### src/rtl/hazard_forward_unit.sv
// Operand forwarding and load-use stall control for the 5-stage RV32IC pipeline.
// Define HAZ_STATS_EN to add the stall_cycles / load_use_events statistics outputs.
module hazard_forward_unit #(
    parameter int unsigned REG_AW   = 5,
    parameter int unsigned NUM_SRC  = 2,
    parameter int unsigned LOAD_LAT = 1,
    parameter int unsigned CNT_W    = 4
) (
    input  logic                        clk,
    input  logic                        rst,
    input  logic [NUM_SRC*REG_AW-1:0]   if_id_rs,
    input  logic [NUM_SRC-1:0]          if_id_rs_used,
    input  logic [NUM_SRC*REG_AW-1:0]   id_ex_rs,
    input  logic [REG_AW-1:0]           id_ex_rd,
    input  logic                        id_ex_regwrite,
    input  logic                        id_ex_memread,
    input  logic [REG_AW-1:0]           ex_mem_rd,
    input  logic                        ex_mem_regwrite,
    input  logic                        ex_mem_memread,
    input  logic [REG_AW-1:0]           mem_wb_rd,
    input  logic                        mem_wb_regwrite,
    input  logic                        flush,
    output logic [NUM_SRC*2-1:0]        fwd_sel,
    output logic                        pc_stall,
    output logic                        if_id_stall,
    output logic                        id_ex_bubble,
    output logic                        stall_active
`ifdef HAZ_STATS_EN
    ,
    output logic [31:0]                 stall_cycles,
    output logic [31:0]                 load_use_events
`endif
);

    localparam logic [0:0] ST_IDLE  = 1'b0;
    localparam logic [0:0] ST_STALL = 1'b1;

    logic [0:0]       state_q, state_d;
    logic [CNT_W-1:0] cnt_q, cnt_d;
    logic             rs_hit;
    logic             detect;
    logic             stall;

    // EX/MEM is checked first so the newest value wins; loads in MEM have no data yet.
    always_comb begin
        fwd_sel = '0;
        if (!rst) begin
            for (int i = 0; i < NUM_SRC; i++) begin
                if (id_ex_rs[i*REG_AW +: REG_AW] != '0) begin
                    if (ex_mem_regwrite && !ex_mem_memread &&
                        ex_mem_rd == id_ex_rs[i*REG_AW +: REG_AW]) begin
                        fwd_sel[2*i +: 2] = 2'b10;
                    end else if (mem_wb_regwrite &&
                                 mem_wb_rd == id_ex_rs[i*REG_AW +: REG_AW]) begin
                        fwd_sel[2*i +: 2] = 2'b01;
                    end
                end
            end
        end
    end

    always_comb begin
        rs_hit = 1'b0;
        for (int i = 0; i < NUM_SRC; i++) begin
            rs_hit = rs_hit | (if_id_rs_used[i] && (if_id_rs[i*REG_AW +: REG_AW] == id_ex_rd));
        end
        detect = id_ex_memread && id_ex_regwrite && (id_ex_rd != '0) && rs_hit;
    end

    // The first bubble is issued from IDLE, so STALL only covers the remaining LOAD_LAT-1.
    always_comb begin
        state_d = state_q;
        cnt_d   = cnt_q;
        if (flush) begin
            state_d = ST_IDLE;
            cnt_d   = '0;
        end else if (state_q == ST_STALL) begin
            cnt_d = cnt_q - CNT_W'(1);
            if (cnt_q == CNT_W'(1)) begin
                state_d = ST_IDLE;
            end
        end else if (detect && (LOAD_LAT > 1)) begin
            state_d = ST_STALL;
            cnt_d   = CNT_W'(LOAD_LAT - 1);
        end
    end

    always_ff @(posedge clk or posedge rst) begin
        if (rst) begin
            state_q <= ST_IDLE;
            cnt_q   <= '0;
        end else begin
            state_q <= state_d;
            cnt_q   <= cnt_d;
        end
    end

    assign stall = !rst && !flush &&
                   (((state_q == ST_IDLE) && detect) || (state_q == ST_STALL));

    assign pc_stall     = stall;
    assign if_id_stall  = stall;
    assign id_ex_bubble = stall;
    assign stall_active = (state_q == ST_STALL);

`ifdef HAZ_STATS_EN
    logic hazard_accept;
    assign hazard_accept = (state_q == ST_IDLE) && detect && !flush;

    always_ff @(posedge clk or posedge rst) begin
        if (rst) begin
            stall_cycles    <= '0;
            load_use_events <= '0;
        end else begin
            if (stall && (stall_cycles != '1)) begin
                stall_cycles <= stall_cycles + 32'd1;
            end
            if (hazard_accept && (load_use_events != '1)) begin
                load_use_events <= load_use_events + 32'd1;
            end
        end
    end
`endif

endmodule

### config.mk
export PLATFORM = sky130hd
export DESIGN_NAME = hazard_forward_unit
export DESIGN_NICKNAME = d
export VERILOG_FILES = /design/src/rtl/hazard_forward_unit.sv
export SDC_FILE = /design/constraint.sdc
export NUM_CORES = 1
export LEC_CHECK = 0
export ABC_AREA = 1
export CAP_MARGIN = 20
export CORE_MARGIN = 10
export CORE_UTILIZATION = 40
export CTS_CLUSTER_SIZE = 12
export DETAILED_ROUTE_END_ITERATION = 10
export GPL_ROUTABILITY_DRIVEN = 0
export PLACE_DENSITY = 0.83
export REMOVE_ABC_BUFFERS = 1
export SLEW_MARGIN = 5
export SYNTH_ARGS = -nofsm -noshare
export SYNTH_HDL_FRONTEND = slang
export SYNTH_SLANG_ARGS = --single-unit
### constraint.sdc
create_clock -name clk -period 1.7 [get_ports clk]
set_clock_uncertainty 0.05 [all_clocks]
set_input_delay 0.34 -clock clk [delete_from_list [all_inputs] [get_ports clk]]
set_output_delay 0.34 -clock clk [all_outputs]
set_load 0.05 [all_outputs]
==> flow_summary.json, run 1 <==
{
  "status": "complete, but fails checks",
  "violations": "negative setup slack",
  "grt_pass1_wl_mm": 5.81,
  "worst_hold_slack_ns": 0.0535,
  "critPathRequiredTime_ns": 1.31,
  "cts_inserted_buffers": 3,
  "syn_area_sq_um": 858,
  "synthArstFlopShare": 1.00,
  "cts_tree": "built",
  "drtAntennaViolNets": 0,
  "clkSinkCount": 5,
  "slowest_stage": "xor2_2",
  "dp_hpwl_mm": 2.79,
  "clkTransAtPathRegs_ns": 0.05,
  "synth.largest_area_cell": "nand2_1",
  "viasPerCell": 5.19,
  "tightest_slew_ns": 0.311,
  "finalCritPeriodShare": 1.03,
  "synth_common_cells": "47 x nand2_1, 28 x inv_1, 22 x nor2_1, 8 x inv_2, 6 x nand3_1",
  "clockBufferDepth": 2,
  "final_nets": 273,
  "drt-pass1-iter-count": 4,
  "placement.io_buffers": 52,
  "wl_met3_um": 367,
  "synth-edff-count": 0,
  "fmax_ghz": 0.570,
  "vdd_drop_max_v": 0.000360,
  "top_layer_used": "met4",
  "yosysMostFrequentCell": "nand2_1",
  "vias": 1307,
  "grt_use_total": 0.162,
  "grt_overflow_total": 0,
  "final_cells": 252,
  "ctsHoldBuffers": 0,
  "max_slew_margin": 0.791,
  "cp.arrival_ns": 1.36,
  "num_io_pins": 53,
  "drive_gt1_frac": 0.498,
  "fp.dieW_um": 66.3,
  "routed_wl_mm": 4.17,
  "first_global_vias": 1302,
  "synth_area_per_cell_sq_um": 5.47,
  "path_class": "input pin to output port",
  "area_growth_syn_to_layout_pct": 99.4,
  "period_minus_slack_ns": 1.75,
  "clock_latency_ns": 0.25,
  "wire_per_inst_um": 16.5,
  "fp.dieH_um": 66.3,
  "diodes": 0,
  "hold_viol_final": 0,
  "slowest_delay_ns": 0.18,
  "wl_met1_mm": 1.51,
  "final_max_slew_viol_count": 0,
  "cts_root_buf": "clkbuf_4",
  "dp_cells": 244,
  "grt_max_degree": 7,
  "ys_seq_area_frac": 0.146,
  "rows": 16,
  "setup_viol": 4,
  "n_fill_cell": 124,
  "synth_warnings": 0,
  "synth_cells": 157,
  "hp-class": "input pin to async pin",
  "startpoint_type": "input pin",
  "cts_max_level": 1,
  "start_util": 0.429,
  "dieArea_sq_mm": 0.00440,
  "path_cells": "buf_2, xor2_2, nor2_1, nand2_1, nor3_2, buf_4, buf_12",
  "setup_ws_ns": -0.0541,
  "core_region_area_sq_mm": 0.00200,
  "powerDensity_mw_per_mm2": 337,
  "ys_types": 26,
  "crit_fanout": 4,
  "rsz0062_at_grt": "yes",
  "drt-initial-drc-count": 89,
  "antenna_found_initial": 0,
  "synth.area.top_cells": "nand2_1 21%, dfrtp_1 15%, inv_1 12%",
  "final_util": 0.855,
  "drc": 0,
  "yosysTopAreaCellShare": 0.206,
  "routed-wl-met2_mm": 2.21,
  "maxCapViolCount": 0,
  "synth_seq_cells": 5,
  "synth_ff_type": "dfrtp_1",
  "p_leak_nw": 0.890,
  "crit_path_end_kind": "output port"
}
==> flip-flops by register name (all words and copies together) (netlist names) <==
signal	flops
cnt_q	4
stall_active	1
==> worst max-delay path, delay by kind of cell <==
| family | cells | cell delay [ns] |
|---|---|---|
| xor gates and xnor gates | 1 | 0.18 |
| buffers and inverters | 3 | 0.44 |
| and+or+nand+nor | 3 | 0.41 |
==> final timing paths <==
path | slack (ns) | end | cells past startpoint | start
max | -0.05 | fwd_sel[3] | 7 | id_ex_rs[7]
min | 0.05 | cnt_q[1] | 3 | rst
max reg2reg | 0.53 | cnt_q[3] | 3 | stall_active
min in group clk | 0.47 | cnt_q[1] | 2 | cnt_q[1]
max in group asynchronous | 1.43 | cnt_q[0] | 3 | rst
min reg2reg | 0.47 | cnt_q[1] | 2 | cnt_q[1]
==> stage by stage <==
step	worst slack [ns]	total power [mW]	TNS [ns]	cell area, sq um
2_1_floorplan	-0.729	0.221	-3.08	843
3_3_place_gp	-0.433	0.377	-2.70	1550
3_5_place_dp	-0.454	0.384	-2.91	1550
4_1_cts	-0.0130	0.530	-0.0386	1570
5_1_grt	-0.102	0.614	-0.531	1710
6_report	-0.0541	0.577	-0.113	1710
==> final cells by class <==
cell class	count	area, sq um	area share
multi-input cells	114	708	0.414
repair buffers	66	671	0.392
inverters	36	148	0.0863
flip-flops and latches	5	125	0.0731
well taps	27	33.8	0.0197
clock buffers	4	26.3	0.0154
==> kinds of logic (layout without fill, tap and decap cells) <==
group / after synthesis / after routing / synth area share
adders and majority gates: 2 / 2 / 0.0291
and+or+nand+nor: 87 / 87 / 0.448
DFF: 5 / 5 / 0.146
AOI/OAI and AO/OA: 18 / 18 / 0.131
buffers and inverters: 38 / 106 / 0.175
xor gates and xnor gates: 7 / 7 / 0.0714
==> report_power, final <==
| group | total [mW] | internal (mW) | switching (mW) | leakage, nW |
|---|---|---|---|---|
| sequential | 0.119 | 0.119 | 0 | 0.0699 |
| clock | 0.149 | 0.0894 | 0.0593 | 0.0150 |
| combinational | 0.309 | 0.155 | 0.155 | 0.805 |
| total | 0.577 | 0.363 | 0.214 | 0.890 |
==> cells in the final DEF (no fill, tap or decap), types with 2 or more instances in the layout <==
master,instances
dfrtp_1,5
nand2_1,39
xnor2_2,2
buf_4,13
o21ai_0,5
inv_4,5
nand3_1,5
a21oi_1,2
dlygate4sd2_1,2
clkbuf_4,3
inv_1,16
inv_2,15
nand3_2,2
ha_1,2
buf_8,3
buf_2,14
clkdlybuf4s15_1,4
buf_6,20
nand2_2,8
o22ai_1,4
nor2_2,3
nor3_2,5
xor2_1,4
o2111ai_2,2
nor2_1,18
buf_12,8
nand4_1,2
==> metal layers <==
layer | up-vias | track usage
met5 | - | 0
met1 | 602 | 0.165
met2 | 64 | 0.304
li1 | 627 | -
met3 | 14 | 0.0475
met4 | 0 | 0.0550
==> what timing repair did <==
action                                  CTS  global route
setup buffers                             2             2
gates resized for setup                 187            50
pin swaps                                43            38
endpoints found under the setup margin    7             7
No activity file was read; power rests on OpenSTA's default activity.
==> run 2: changes to the inputs <==
--- a/config.mk
+++ b/config.mk
@@ -6,6 +6,7 @@
 export NUM_CORES = 1
 export LEC_CHECK = 0
 export ABC_AREA = 1
+export ABC_CLOCK_PERIOD_IN_PS = 1700
 export CAP_MARGIN = 20
 export CORE_MARGIN = 10
 export CORE_UTILIZATION = 40
==> results of run 2 <==
Final layout, timing and power as in run 1 (identical DEF).
==> run 3: changes to the inputs <==
--- a/config.mk
+++ b/config.mk
@@ -5,15 +5,14 @@
 export SDC_FILE = /design/constraint.sdc
 export NUM_CORES = 1
 export LEC_CHECK = 0
-export ABC_AREA = 1
 export ABC_CLOCK_PERIOD_IN_PS = 1700
 export CAP_MARGIN = 20
 export CORE_MARGIN = 10
-export CORE_UTILIZATION = 40
+export CORE_UTILIZATION = 36
 export CTS_CLUSTER_SIZE = 12
 export DETAILED_ROUTE_END_ITERATION = 10
 export GPL_ROUTABILITY_DRIVEN = 0
-export PLACE_DENSITY = 0.83
+export PLACE_DENSITY = 0.82
 export REMOVE_ABC_BUFFERS = 1
 export SLEW_MARGIN = 5
 export SYNTH_ARGS = -nofsm -noshare
==> run 3 against run 2 <==
Effect of this change: the run now fails in clock tree synthesis (4_1_cts); synthesized cell count is 48% lower; synthesized area is 19% lower.
==> flow_summary.json, run 3 <==
{
  "status": "aborted with a tool error",
  "stop_stage": "clock tree synthesis (4_1_cts)",
  "error": "[ERROR DPL-0033] detailed placement checks failed during check placement.",
  "rows": 15,
  "synth_warnings": 0,
  "yosysTopAreaCellShare": 0.278,
  "start_util": 0.389,
  "fp.dieW_um": 63.9,
  "dp_cells": 180,
  "clkSinkCount": 5,
  "cts_max_level": 1,
  "syn_area_sq_um": 693,
  "ys_seq_area_frac": 0.181,
  "synth_seq_cells": 5,
  "dp_hpwl_mm": 2.69,
  "clockBufferDepth": 2,
  "synth.largest_area_cell": "xnor2_1",
  "cts_resized": 184,
  "synth_area_per_cell_sq_um": 8.45,
  "num_io_pins": 53,
  "cts_inserted_buffers": 3,
  "synth-edff-count": 0,
  "synth_ff_type": "dfrtp_1",
  "pre_cts_slack_ns": -0.856,
  "cts_root_buf": "clkbuf_4",
  "yosysMostFrequentCell": "xnor2_1",
  "post_cts_buffers": 6,
  "synth_common_cells": "22 x xnor2_1, 11 x xor2_1, 8 x nor2_1, 5 x dfrtp_1, 4 x nand4_1",
  "ys_types": 26,
  "synth_cells": 82,
  "placement.io_buffers": 52,
  "ctsHoldBuffers": 0,
  "synth.area.top_cells": "xnor2_1 28%, dfrtp_1 18%, xor2_1 14%",
  "fp.dieH_um": 63.9,
  "synthArstFlopShare": 1.00
}
run 3: changes by cell type after synthesis, sizes merged, moves of 6 or more:
cell	previous run	this run
nand2	47	3
nand3	7	0
nor2	23	9
inv	36	3
xor2	5	11
xnor2	2	22
run 3: metrics by stage:
stage | hold WS, ns | util | area, sq um
floorplan | 0.0685 | - | 678
global placement | 0.478 | 0.825 | 1470
detailed placement | 0.527 | 0.825 | 1470
run 3: logic make-up after synthesis:
| kind of cell | synth area share |
|---|---|
| buffers and inverters | 0.0379 |
| adders and majority gates | 0.0361 |
| DFF | 0.181 |
| xor gates and xnor gates | 0.417 |
| AOI/OAI and AO/OA | 0.0397 |
| muxes | 0.0162 |
| and+or+nand+nor | 0.273 |
==> run 4: changes to the inputs <==
--- a/config.mk
+++ b/config.mk
@@ -7,12 +7,11 @@
 export LEC_CHECK = 0
 export ABC_CLOCK_PERIOD_IN_PS = 1700
 export CAP_MARGIN = 20
-export CORE_MARGIN = 10
-export CORE_UTILIZATION = 36
-export CTS_CLUSTER_SIZE = 12
+export CORE_AREA = 10 10 71 73
 export DETAILED_ROUTE_END_ITERATION = 10
+export DIE_AREA = 0 0 81 83
 export GPL_ROUTABILITY_DRIVEN = 0
-export PLACE_DENSITY = 0.82
+export PLACE_DENSITY_LB_ADDON = 0.15
 export REMOVE_ABC_BUFFERS = 1
 export SLEW_MARGIN = 5
 export SYNTH_ARGS = -nofsm -noshare
==> run 4 against run 3 <==
Effect of this change: the flow now finishes, with violations (negative setup slack); synthesized cell count stayed put; synthesized area stayed put.
==> flow_summary.json, run 4 <==
{
  "pwr-share-clk": 0.346,
  "synth.largest_area_cell": "xnor2_1",
  "antenna_found_initial": 0,
  "fp.dieW_um": 81,
  "seq_area_sq_um": 125,
  "startpoint_type": "input pin",
  "cp.arrival_ns": 1.53,
  "rsz0062_at_grt": "yes",
  "hold_viol_final": 0,
  "synth.area.top_cells": "xnor2_1 28%, dfrtp_1 18%, xor2_1 14%",
  "multi_input_area_sq_um": 729,
  "max_slew_margin": 0.774,
  "synthArstFlopShare": 1.00,
  "p_leak_nw": 0.768,
  "grt_pass1_wl_mm": 4.85,
  "dp_hpwl_mm": 2.52,
  "p_seq_frac": 0.190,
  "first_global_vias": 1023,
  "largest_register_ffs": 4,
  "drtAntennaViolNets": 0,
  "ys_types": 26,
  "core_region_area_sq_mm": 0.00363,
  "drt-initial-drc-count": 4,
  "area_growth_syn_to_layout_pct": 150,
  "maxCapViolCount": 0,
  "syn_area_sq_um": 693,
  "synth_common_cells": "22 x xnor2_1, 11 x xor2_1, 8 x nor2_1, 5 x dfrtp_1, 4 x nand4_1",
  "finalCritPeriodShare": 1.13,
  "num_io_pins": 53,
  "final_nets": 210,
  "viasPerCell": 4.23,
  "critPathRequiredTime_ns": 1.31,
  "n_fill_cell": 373,
  "grt_use_total": 0.0892,
  "final_max_slew_viol_count": 0,
  "start_util": 0.191,
  "postPlaceCellArea_sq_mm": 0.00149,
  "violations": "negative setup slack",
  "p_int_uw": 461,
  "drive_gt1_frac": 0.549,
  "synth_cells": 82,
  "wire_per_inst_um": 14.6,
  "tightest_slew_ns": 0.334,
  "status": "complete, but fails checks",
  "hp-class": "input pin to async pin",
  "reg2reg_from": "cnt_q[0]",
  "cts_root_buf": "clkbuf_8",
  "combPwrFrac": 0.464,
  "clock_latency_ns": 0.22,
  "synth_ff_type": "dfrtp_1",
  "drt-pass1-iter-count": 4,
  "crit_path_end_kind": "output port",
  "vias": 889,
  "setup_ws_ns": -0.221,
  "grt_overflow_total": 0,
  "setup.worst_path.start": "id_ex_rd[3]",
  "ys_seq_area_frac": 0.181,
  "synth-edff-count": 0,
  "cts_max_level": 1,
  "synth_seq_cells": 5,
  "mostFrequentLayoutCells": "22 x buf_4, 14 x buf_6, 12 x xnor2_2",
  "clkSinkCount": 5,
  "grt_max_degree": 6,
  "yosysMostFrequentCell": "xnor2_1",
  "p_switching_uw": 169,
  "setup_viol": 7,
  "drc": 0,
  "dieArea_sq_mm": 0.00672,
  "rows": 22,
  "clkTransAtPathRegs_ns": 0.03,
  "clockBufferDepth": 2,
  "powerDensity_mw_per_mm2": 364,
  "vdd_drop_max_v": 0.000242,
  "crit_fanout": 3,
  "routed_wl_mm": 3.06,
  "fp.dieH_um": 83,
  "synth_warnings": 0,
  "cts_tree": "built",
  "diodes": 0,
  "top_register": "cnt_q",
  "placement.io_buffers": 52,
  "yosysTopAreaCellShare": 0.278,
  "cts_inserted_buffers": 3,
  "total_power_uw": 630,
  "ff2ff_setup_slack_ns": 0.51,
  "path_class": "input pin to output port",
  "period_minus_slack_ns": 1.92,
  "fin_area_sq_mm": 0.00173,
  "fmax_ghz": 0.520,
  "swShare": 0.268,
  "synth_area_per_cell_sq_um": 8.45,
  "final_common_cell": "buf_4"
}
-- run 4: cell counts after synthesis --
Identical to the previous run, type by type.
-- run 4: worst paths after layout --
check	end	cells after the start
setup / recovery	pc_stall	6
hold / removal	cnt_q[3]	3
setup reg to reg	cnt_q[1]	4
hold reg to reg	cnt_q[3]	2
max in group asynchronous	cnt_q[1]	3
min in group clk	cnt_q[1]	3
-- run 4: power groups by stage --
stage	registers [mW]	clock network, mW	logic (mW)
after floorplan	0.121	0	0.0752
after global placement	0.121	0	0.253
after detailed placement	0.121	0	0.254
after CTS	0.120	0.223	0.266
after global routing	0.120	0.233	0.314
final	0.120	0.218	0.292
-- run 4: repair_timing --
item / CTS / global route
hold buffers: 0 / 0
gates resized for setup: 134 / 27
setup buffers: 2 / 1
pin swaps: 24 / 23
endpoints found under the setup margin: 7 / 7
-- run 4: cell families after synthesis --
logic type | share of synthesized area
adder cells (fa/ha/maj) | 0.0361
AND/OR/NAND/NOR | 0.273
XOR/XNOR | 0.417
buffers and inverters | 0.0379
flip-flops | 0.181
multiplexers | 0.0162
AO/OA/AOI/OAI | 0.0397
-- run 4: worst max-delay path, cell delays in order --
cell and delay [ns]:
buf_8 0.10, or4_4 0.52, o2111ai_2 0.17, o21ai_1 0.08, buf_4 0.17, buf_12 0.15
-- run 4: layout make-up --
class                   instances  share of cell area
clock buffers                   4              0.0260
inverters                       3             0.00651
repair buffers                 78               0.439
multi-input cells              72               0.422
flip-flops and latches          5              0.0723
well taps                      48              0.0347
-- run 4: metrics by stage --
stage | cells | setup WS [ns] | setup TNS, ns | util | hold WS, ns
after floorplan | 80 | -1.56 | -6.91 | - | 0.0685
after global placement | 204 | -0.710 | -4.37 | 0.411 | 0.484
after detailed placement | 204 | -0.715 | -4.32 | 0.411 | 0.488
after CTS | 209 | -0.273 | -1.45 | 0.450 | 0.344
after global routing | 210 | -0.289 | -1.71 | 0.476 | 0.371
final | 210 | -0.221 | -1.29 | 0.476 | 0.324
-- run 4: routing by layer --
layer	global-route usage	share of wire	vias to the layer above
li1	-	-	442
met3	0.0323	0.098	4
met5	0	0	-
met1	0.0925	0.37	403
met4	0.0423	0.020	0
met2	0.153	0.52	40
